$ cat src/rtl/artix_spi_pkg.sv
// rtl/artix_spi_pkg.sv - shared state type and frame constants for the SPI register slave
package artix_spi_pkg;

    typedef enum logic [2:0] {
        IDLE,
        HDR,
        FETCH,
        DATA,
        ERR
    } spi_state_e;

    localparam int HDR_BITS       = 8;
    localparam int DATA_W_DEFAULT = 32;
    localparam int FRAME_BITS     = HDR_BITS + DATA_W_DEFAULT;

    // R/W is the first header bit shifted in, so it lands in the header MSB
    localparam int RW_BIT_POS = HDR_BITS - 1;

    function automatic int frame_bits_for(input int data_w);
        return HDR_BITS + data_w;
    endfunction

endpackage

$ cat src/rtl/spi_sync_edge.sv
// rtl/spi_sync_edge.sv - multi-stage synchronizer with rise/fall detection on its last two stages
module spi_sync_edge #(
    parameter int   SYNC_STAGES = 2,
    parameter logic RST_VAL     = 1'b0
) (
    input  logic aclk,
    input  logic aresetn,
    input  logic async_i,
    output logic sync_o,
    output logic rise_o,
    output logic fall_o
);

    logic [SYNC_STAGES-1:0] stage_q;

    always_ff @(posedge aclk) begin
        if (!aresetn) begin
            stage_q <= {SYNC_STAGES{RST_VAL}};
        end else begin
            stage_q <= {stage_q[SYNC_STAGES-2:0], async_i};
        end
    end

    // The level reported is the newer of the two compared stages, so it matches the edge strobes
    assign sync_o = stage_q[SYNC_STAGES-2];
    assign rise_o = stage_q[SYNC_STAGES-2] & ~stage_q[SYNC_STAGES-1];
    assign fall_o = ~stage_q[SYNC_STAGES-2] & stage_q[SYNC_STAGES-1];

endmodule

$ cat src/rtl/artix_spi_slave.sv
// rtl/artix_spi_slave.sv - mode-0 SPI slave bridging 8+DATA_W bit frames onto a register read/write port
module artix_spi_slave
    import artix_spi_pkg::*;
#(
    parameter int SYNC_STAGES = 2,
    parameter int ADDR_W      = 7,
    parameter int DATA_W      = 32
) (
    input  logic              aclk,
    input  logic              aresetn,
    input  logic              spi_sclk,
    input  logic              spi_cs_n,
    input  logic              spi_mosi,
    output logic              spi_miso,
    output logic              spi_miso_oe,
    output logic              reg_wr_en,
    output logic [ADDR_W-1:0] reg_addr,
    output logic [DATA_W-1:0] reg_wr_data,
    output logic              reg_rd_req,
    input  logic [DATA_W-1:0] reg_rd_data,
    output logic              frame_err,
    output logic [15:0]       frame_cnt,
    output logic [15:0]       err_cnt
);

    localparam int               FRAME_LEN = frame_bits_for(DATA_W);
    localparam int               CNT_W     = $clog2(FRAME_LEN + 2);
    localparam logic [CNT_W-1:0] CNT_HDR   = CNT_W'(HDR_BITS);
    localparam logic [CNT_W-1:0] CNT_FULL  = CNT_W'(FRAME_LEN);

    logic sclk_lvl, sclk_rise, sclk_fall;
    logic cs_lvl, cs_rise, cs_fall;
    logic [SYNC_STAGES-2:0] mosi_q;
    logic mosi_sync;
    logic [HDR_BITS-1:0] hdr_full;

    spi_state_e          state_q, state_d;
    logic [CNT_W-1:0]    cnt_q, cnt_d;
    logic [HDR_BITS-2:0] hdr_q, hdr_d;
    logic [DATA_W-1:0]   rx_q, rx_d;
    logic [DATA_W-1:0]   tx_q, tx_d;
    logic                rd_q, rd_d;
    logic                fetch_ph_q, fetch_ph_d;
    logic                armed_q, armed_d;
    logic [2:0]          settle_q, settle_d;
    logic                settle_done;
    logic                wr_en_q, wr_en_d;
    logic                ferr_q, ferr_d;
    logic [15:0]         frame_cnt_q, frame_cnt_d;
    logic [15:0]         err_cnt_q, err_cnt_d;
    logic [ADDR_W-1:0]   addr_q, addr_d;
    logic [DATA_W-1:0]   wdata_q, wdata_d;

    spi_sync_edge #(
        .SYNC_STAGES (SYNC_STAGES),
        .RST_VAL     (1'b0)
    ) u_sclk_sync (
        .aclk    (aclk),
        .aresetn (aresetn),
        .async_i (spi_sclk),
        .sync_o  (sclk_lvl),
        .rise_o  (sclk_rise),
        .fall_o  (sclk_fall)
    );

    spi_sync_edge #(
        .SYNC_STAGES (SYNC_STAGES),
        .RST_VAL     (1'b1)
    ) u_cs_sync (
        .aclk    (aclk),
        .aresetn (aresetn),
        .async_i (spi_cs_n),
        .sync_o  (cs_lvl),
        .rise_o  (cs_rise),
        .fall_o  (cs_fall)
    );

    // mosi goes one stage shallower so it lines up with the sclk level the edge detector compares
    always_ff @(posedge aclk) begin
        if (!aresetn) begin
            mosi_q <= '0;
        end else begin
            mosi_q[0] <= spi_mosi;
            for (int i = 1; i < SYNC_STAGES - 1; i++) begin
                mosi_q[i] <= mosi_q[i-1];
            end
        end
    end

    assign mosi_sync   = mosi_q[SYNC_STAGES-2];
    assign hdr_full    = {hdr_q, mosi_sync};
    assign settle_done = (settle_q == 3'(SYNC_STAGES));

    always_comb begin
        state_d     = state_q;
        cnt_d       = cnt_q;
        hdr_d       = hdr_q;
        rx_d        = rx_q;
        tx_d        = tx_q;
        rd_d        = rd_q;
        fetch_ph_d  = 1'b0;
        armed_d     = armed_q;
        settle_d    = settle_q;
        wr_en_d     = 1'b0;
        ferr_d      = 1'b0;
        frame_cnt_d = frame_cnt_q;
        err_cnt_d   = err_cnt_q;
        addr_d      = addr_q;
        wdata_d     = wdata_q;

        // A cs_n still low when reset releases must not look like a new frame start
        if (!settle_done) begin
            settle_d = settle_q + 3'd1;
        end
        if (settle_done && cs_lvl && !sclk_lvl) begin
            armed_d = 1'b1;
        end

        unique case (state_q)
            IDLE: begin
                if (cs_fall && armed_q) begin
                    state_d = HDR;
                    cnt_d   = '0;
                    hdr_d   = '0;
                    rx_d    = '0;
                    tx_d    = '0;
                    rd_d    = 1'b0;
                end
            end
            HDR: begin
                if (sclk_rise) begin
                    hdr_d = hdr_full[HDR_BITS-2:0];
                    cnt_d = cnt_q + 1'b1;
                    if (cnt_d == CNT_HDR) begin
                        addr_d  = ADDR_W'(hdr_full[HDR_BITS-2:0]);
                        rd_d    = hdr_full[RW_BIT_POS];
                        state_d = hdr_full[RW_BIT_POS] ? FETCH : DATA;
                    end
                end
            end
            FETCH: begin
                fetch_ph_d = 1'b1;
                if (fetch_ph_q) begin
                    tx_d       = reg_rd_data;
                    fetch_ph_d = 1'b0;
                    state_d    = DATA;
                end
            end
            DATA: begin
                if (sclk_rise) begin
                    cnt_d = cnt_q + 1'b1;
                    if (cnt_q == CNT_FULL) begin
                        state_d = ERR;
                    end else begin
                        rx_d = {rx_q[DATA_W-2:0], mosi_sync};
                    end
                end else if (sclk_fall && rd_q && (cnt_q > CNT_HDR)) begin
                    // The fall right after the header leaves the MSB in place for the first data rise
                    tx_d = {tx_q[DATA_W-2:0], 1'b0};
                end
            end
            ERR: begin
                state_d = ERR;
            end
            default: begin
                state_d = IDLE;
            end
        endcase

        // Frame close is evaluated after any same-cycle sclk rise has been folded into cnt_d
        if (cs_rise && (state_q != IDLE)) begin
            state_d    = IDLE;
            fetch_ph_d = 1'b0;
            if (cnt_d == CNT_FULL) begin
                frame_cnt_d = frame_cnt_q + 16'd1;
                if (!rd_q) begin
                    wr_en_d = 1'b1;
                    wdata_d = rx_d;
                end
            end else begin
                ferr_d = 1'b1;
                if (err_cnt_q != 16'hFFFF) begin
                    err_cnt_d = err_cnt_q + 16'd1;
                end
            end
        end
    end

    always_ff @(posedge aclk) begin
        if (!aresetn) begin
            state_q     <= IDLE;
            cnt_q       <= '0;
            hdr_q       <= '0;
            rx_q        <= '0;
            tx_q        <= '0;
            rd_q        <= 1'b0;
            fetch_ph_q  <= 1'b0;
            armed_q     <= 1'b0;
            settle_q    <= '0;
            wr_en_q     <= 1'b0;
            ferr_q      <= 1'b0;
            frame_cnt_q <= '0;
            err_cnt_q   <= '0;
            addr_q      <= '0;
            wdata_q     <= '0;
        end else begin
            state_q     <= state_d;
            cnt_q       <= cnt_d;
            hdr_q       <= hdr_d;
            rx_q        <= rx_d;
            tx_q        <= tx_d;
            rd_q        <= rd_d;
            fetch_ph_q  <= fetch_ph_d;
            armed_q     <= armed_d;
            settle_q    <= settle_d;
            wr_en_q     <= wr_en_d;
            ferr_q      <= ferr_d;
            frame_cnt_q <= frame_cnt_d;
            err_cnt_q   <= err_cnt_d;
            addr_q      <= addr_d;
            wdata_q     <= wdata_d;
        end
    end

    assign spi_miso    = (state_q == DATA) && rd_q && tx_q[DATA_W-1];
    assign spi_miso_oe = ~cs_lvl;
    assign reg_rd_req  = (state_q == FETCH) && !fetch_ph_q;
    assign reg_wr_en   = wr_en_q;
    assign reg_addr    = addr_q;
    assign reg_wr_data = wdata_q;
    assign frame_err   = ferr_q;
    assign frame_cnt   = frame_cnt_q;
    assign err_cnt     = err_cnt_q;

endmodule

$ cat config.mk
export PLATFORM = sky130hd
export DESIGN_NAME = artix_spi_slave
export DESIGN_NICKNAME = d
export VERILOG_FILES = /design/src/rtl/artix_spi_pkg.sv /design/src/rtl/spi_sync_edge.sv /design/src/rtl/artix_spi_slave.sv
export SDC_FILE = /design/constraint.sdc
export NUM_CORES = 1
export LEC_CHECK = 0
export ABC_AREA = 1
export BUFFER_PORTS_ARGS = -buffer_cell sky130_fd_sc_hd__buf_4
export CAP_MARGIN = 20
export CORE_ASPECT_RATIO = 0.75
export CORE_MARGIN = 5
export CORE_UTILIZATION = 35
export DETAILED_ROUTE_END_ITERATION = 8
export GPL_TIMING_DRIVEN = 1
export SLEW_MARGIN = 20
export SYNTH_ARGS = -nofsm -noshare
export SYNTH_HDL_FRONTEND = slang
export SYNTH_SLANG_ARGS = --single-unit
$ cat constraint.sdc
create_clock -name aclk -period 2.95 [get_ports aclk]
set_input_delay 0.295 -clock aclk [delete_from_list [all_inputs] [get_ports aclk]]
set_output_delay 0.295 -clock aclk [all_outputs]
set_load 0.01 [all_outputs]
Yosys cells after proc, flatten, opt, wreduce, memory -nomap -nowiden
Index checks and enable logic that the tools add are counted.
{"block": "classes", "n_reduce_logical": 28, "add_sub_neg": 4, "eq_ne": 17, "n_bitwise": 12, "n_lt_le_gt_ge": 1, "muxes": 30}
{"cell": "$mux W32", "n": 7}
{"cell": "$pmux W32 S3", "n": 1}
{"cell": "$pmux W32 S2", "n": 1}
{"cell": "$add A16 B1 Y16 const B", "n": 2}
{"cell": "$mux W3", "n": 6}
{"cell": "$ne A16 B16 Y1 const B", "n": 1}
{"cell": "$ne A2 B2 Y1 const B", "n": 8}
{"cell": "$pmux W3 S5", "n": 1}
{"cell": "$reduce_and A3 Y1", "n": 5}
{"cell": "$mux W7", "n": 2}
{"cell": "$pmux W7 S2", "n": 1}
{"cell": "$eq A6 B6 Y1 const B", "n": 2}
{"cell": "$mux W6", "n": 2}
{"cell": "$pmux W6 S2", "n": 1}
{"cell": "$eq A3 B2 Y1 const B", "n": 3}
{"cell": "$logic_and A1 B1 Y1", "n": 9}
{"cell": "$not A1 Y1", "n": 8}
{"cell": "$mux W1", "n": 7}
{"cell": "$add A6 B1 Y6 const B", "n": 1}
{"cell": "$eq A6 B4 Y1 const B", "n": 1}
{"cell": "$gt A6 B4 Y1 const B", "n": 1}
{"cell": "$reduce_and A6 Y1", "n": 1}
{"cell": "$reduce_bool A3 Y1", "n": 2}
{"cell": "$reduce_and A5 Y1", "n": 1}
{"cell": "other kinds (12)", "n": 18}
{"block": "word_totals", "reg_bits": 164}

Longest topological paths before layout
{"block": "logic_depth", "word_depth": 8, "depth_mapped": 15}

Cells and area by module
From an unflattened synthesis, not the netlist that was laid out.
{"block": "unflattened", "hier_cells": 1010, "area_unflattened_um2": 7310.8}
{"module": "artix_spi_slave", "cells_each": 991, "instances": 1, "area_each_um2": 7171.9}
{"module": "spi_sync_edge (u_sclk_sync)", "cells_each": 10, "instances": 1, "area_each_um2": 72.6}
{"module": "spi_sync_edge (u_cs_sync)", "cells_each": 9, "instances": 1, "area_each_um2": 66.3}

Worst setup path before layout
OpenSTA, ideal clock, no wires.
{"block": "synth_timing", "path_kind": "register -> register", "start": "register err_cnt_q[0], in the netlist err_cnt[0]", "end": "register err_cnt_q[10], in the netlist err_cnt[10]", "synth_period_minus_slack_ns": 1.909, "t_required_ns": 2.818, "setup_slack_ns": 1.041, "stages_incl_launch_ff": 10, "arrival_time_ns": 1.777, "path_buffers": 1, "path_cell_list": "dfxtp_1 -> ha_1 -> nand2_1 -> nor3_1 -> nand4_1 -> nor2_1 -> inv_1 -> clkbuf_1 -> nand4_1 -> a21oi_1"}
{"block": "synth_via", "elab_chain_len": 2, "word_cells_on_any_way": 3, "cone_classes": "add/sub (1); eq/ne (1); reduce/logical (1)"}
{"element": "start, declared", "line_no": "artix_spi_slave.sv:50", "text": "logic [15:0] err_cnt_q, err_cnt_d;"}
{"element": "start signal, assigned", "line_no": "artix_spi_slave.sv:219", "text": "err_cnt_q <= err_cnt_d;"}
{"element": "parallel branches: the longest is 2 deep, another holds $add A16 B1 Y16"}
Several ways; the timed one is not identified.
A chain may end at the register's enable or synchronous reset.

Worst setup path after layout
{"block": "layout_timing", "start": "register state_q[0]", "end": "register frame_cnt_q[7], in the netlist frame_cnt[7]"}
{"block": "layout_via", "elab_chain_len": 5, "word_cells_on_any_way": 9, "cone_classes": "eq/ne (3); mux (1); reduce/logical (5)"}
{"element": "start, declared", "line_no": "artix_spi_slave.sv:37", "text": "spi_state_e state_q, state_d;"}
{"element": "start signal, assigned", "line_no": "artix_spi_slave.sv:207", "text": "state_q <= state_d;"}
{"element": "$eq A3 B2 Y1 / $eq A3 B1 Y1 (equally long branches)", "line_no": "artix_spi_slave.sv:119", "text": "unique case (state_q)"}
{"element": "$reduce_or A2 Y1 (no line)"}
{"element": "$pmux W6 S2", "line_no": "artix_spi_slave.sv:119"}
{"element": "$eq A6 B6 Y1", "line_no": "artix_spi_slave.sv:174", "text": "if (cnt_d == CNT_FULL) begin"}
{"element": "$reduce_and A2 Y1 (no line) (*)"}
{"element": "end signal, assigned", "line_no": "artix_spi_slave.sv:218", "text": "frame_cnt_q <= frame_cnt_d;"}
{"element": "end, declared", "line_no": "artix_spi_slave.sv:49", "text": "logic [15:0] frame_cnt_q, frame_cnt_d;"}
Every way passes the cells marked *; elsewhere a longest branch is shown, timed or not.

==> qor.yml <==
final_layout:
  final_net_count: 1099
  drive_above_1_share: 0.180
  utilization: 0.439
  diodes: 0
  syn2layout_area_growth_pct: 22.8
  stdcell_count: 1351
floorplan:
  die_w_um: 177
  num_rows: 45
  core_um2: 20400
  start_util: 0.357
  die_y_um: 135
  io_pins: 113
  die-area_um2: 23800
route:
  num_vias: 6604
  drc: 0
  vias_per_cell: 4.89
  first_pass_iters: 5
  drt_iter0_drc: 627
  drtAntennaViolNets: 0
  wl_per_cell_um: 13.5
  wl_mm: 18.2
worst_setup_path:
  crit_path_max_fanout: 18
  worstSetupEndpointType: "flop"
  timing.rr.end: "frame_cnt[7]$_SDFFE_PN0P_"
  crit_type: "flop to flop"
  startpoint_type: "flop"
  worstPathCellList: "nand3_4 -> nand2_1 -> nor2_1 -> nor2_1 -> nand2_1 -> nor2_8 -> nand3_4 -> clkinv_2 -> nand2_1 -> a21oi_1"
  critPathSlowestCell: "dfxtp_1"
  cp_data_required_time_ns: 3.30
  critical_path.top_delay_family: "simple AND/OR/NAND/NOR gates"
  cpPeakStageDelay_ns: 0.60
  r2r_cells: 10
  rr_startpoint: "state_q[0]$_SDFFE_PP0P_"
  timing.critical_path.buf_inv: 1
  arrival_ns: 2.80
  r2r_setup_slack_ns: 0.49
  crit_top_cell: "nand2_1"
  worstSetupStartpoint: "state_q[0]$_SDFFE_PP0P_"
synthesis:
  synth_xor_area_frac: 0.0325
  ys_ff_latch: 164
  synthAdderAreaFrac: 0.0103
  yosysWarningCount: 0
  syn_nets: 1008
  synth_compound_gate_area_share: 0.178
  synth_simple_gate_area_frac: 0.229
  synth_flop_cell: "dfxtp_1"
  synth_top_family_by_area: "simple AND/OR/NAND/NOR gates"
  async_flop_share: 0
  syn-instance-count: 965
  synth_cell_type_count: 40
  ys_seq_area_frac: 0.451
  synth_area_um2: 7290
  synth_edf_count: 0
  syn_avg_cell_area_um2: 7.55
  synthMuxAreaShare: 0
worst_hold_path:
  min_path_type: "input port to flop"
  hp-start: "spi_mosi"
  hold_depth: 3
  min_to: "mosi_q$_SDFF_PN0_"
clock_network:
  cts_tree: "done"
  clock_latency_ns: 0.42
  cts_resized: 0
  cts.path.max_buffers: 2
  cts_num_sinks: 164
  cts_setup_buffers: 0
  clock_tree.root_cell: "clkbuf_16"
  hold_buffers: 0
  htreeDepth: 4
  cts.clk_slew.worst_paths_ns: 0.06
  cts_buffers: 17
sta:
  fin_skew_ns: 0.0103
  whs_ns: 0.0580
  fmax_mhz: 407
  setup_viol: 0
  finalHoldViolCount: 0
  period_needed_ns: 2.46
  rsz0062_at_grt: "false"
  worst_pin_slew_ns: 0.643
  slew_headroom: 0.572
  fin_crit_sh: 0.832
  maxSlewViolCount: 0
  tns_ns: 0
flow_run:
  maxCapViolCount: 0
power_and_ir_drop:
  ir_drop_mv: 0.352
  seqPwrFrac: 0.442
  p_int_mw: 4.11
  p_per_area_nw_per_um2: 673
  p_sw_mw: 1.91
  p_clk_frac: 0.354
  p_leak_nw: 3.42
  swShare: 0.317
  combPwrFrac: 0.204
place:
  gp_congestion: 0.875
  hpwl_mm: 12.2
  dp_cells: 1319
  port_buffers: 112
global_routing:
  grt_pass1_vias: 5962
  grt-ovfl-total: 0
  grt_start_max_net_pins: 63
  antenna_found_initial: 0
  groute.usage.overall: 0.152
  grt_pass1_wl_mm: 30.1
outcome:
  status: "complete, no violations"
synth_stat cells, types with 3 or more instances:
cell type,n,share of area
a211oi_1,3,0.0031
a21oi_1,113,0.078
a22oi_1,31,0.032
buf_2,21,0.014
clkbuf_1,33,0.017
dfxtp_1,164,0.45
ha_1,6,0.010
inv_1,114,0.059
inv_2,5,0.0026
nand2_1,159,0.082
nand2_2,6,0.0052
nand3_1,20,0.014
nand3_4,3,0.0072
nand4_1,55,0.047
nor2_1,86,0.044
nor3_1,11,0.0076
nor3b_1,3,0.0031
nor4_1,4,0.0034
o21ai_0,39,0.027
o21ai_1,9,0.0062
o22ai_1,32,0.027
xnor2_1,11,0.013
xor2_1,16,0.019
sequential cells by signal (all words and copies together) (netlist names):
name                 cells
reg_wr_data             32
rx_q                    32
reg_wr_en                1
tx_q                    32
cnt_q                    6
u_sclk_sync.stage_q      2
frame_err                1
rd_q                     1
armed_q                  1
reg_addr                 7
settle_q                 3
hdr_q                    7
fetch_ph_q               1
mosi_q                   1
state_q                  3
frame_cnt               16
err_cnt                 16
u_cs_sync.stage_q        2
metal layers:
metal,share of wire,global-route usage
met1,0.52,0.226
met2,0.42,0.220
met3,0.043,0.0353
met4,0.012,0.0412
met5,0,0
worst max path at each step:
stage,cells after the start,to,slack [ns]
2_1_floorplan,9,err_cnt[10]$_SDFFE_PN0P_,1.04
3_3_place_gp,10,frame_cnt[1]$_SDFFE_PN0P_,0.56
3_5_place_dp,10,frame_cnt[8]$_SDFFE_PN0P_,0.50
4_1_cts,10,frame_cnt[7]$_SDFFE_PN0P_,0.49
5_1_grt,10,frame_cnt[5]$_SDFFE_PN0P_,0.21
6_report,10,frame_cnt[7]$_SDFFE_PN0P_,0.49
stage by stage:
stage                     total power [mW]  setup WS (ns)  area [um2]
after floorplan                       3.62           1.04        7290
after global placement                3.91          0.561        8380
after detailed placement              3.93          0.502        8380
after CTS                             6.09          0.486        8940
after global routing                  6.37          0.213        8940
final                                 6.02          0.494        8940
power by group through the flow:
stage	Clock, mW	Sequential, mW	Combinational (mW)
2_1_floorplan	0	2.65	0.966
3_3_place_gp	0	2.70	1.21
3_5_place_dp	0	2.71	1.22
4_1_cts	2.20	2.66	1.23
5_1_grt	2.29	2.69	1.39
6_report	2.13	2.66	1.23
placed cells by master, fill, tap and decap left out, drive strengths merged:
master    instances
a21oi           114
nand4            55
or2               1
clkbuf           18
xnor2            11
o21a              1
nor3             12
a31oi             1
nor2             90
clkinv            9
clkinvlp          4
nor3b             3
ha                6
a211oi            3
nand3            25
o211ai            1
dfxtp           164
o31ai             1
bufinv            1
xor2             16
inv             121
o22ai            32
a22oi            31
or3b              1
buf             130
o21ai            48
nor4              4
nand2           166
worst register-to-register path, cell delays in order (launching register included):
cell and delay (ns):
dfxtp_1 0.60, nand3_4 0.18, nand2_1 0.23, nor2_1 0.08, nor2_1 0.14, nand2_1 0.14
nor2_8 0.28, nand3_4 0.26, clkinv_2 0.27, nand2_1 0.08, a21oi_1 0.14
cell type report:
cell class	count	area, um2
clock buffers	18	439
flip-flops and latches	164	3280
well taps	282	353
clock inverters	14	128
multi-input cells	622	3300
fillers	2152	11400
inverters	121	457
repair buffers	130	988
cell families (layout without fill, tap and decap cells):
group,count (synthesis),count (layout)
flops,164,164
buf+inv,179,283
simple gates,357,357
fa+ha+maj,6,6
compound gates,232,232
xor+xnor,27,27
No activity file was read; power rests on OpenSTA's default activity.
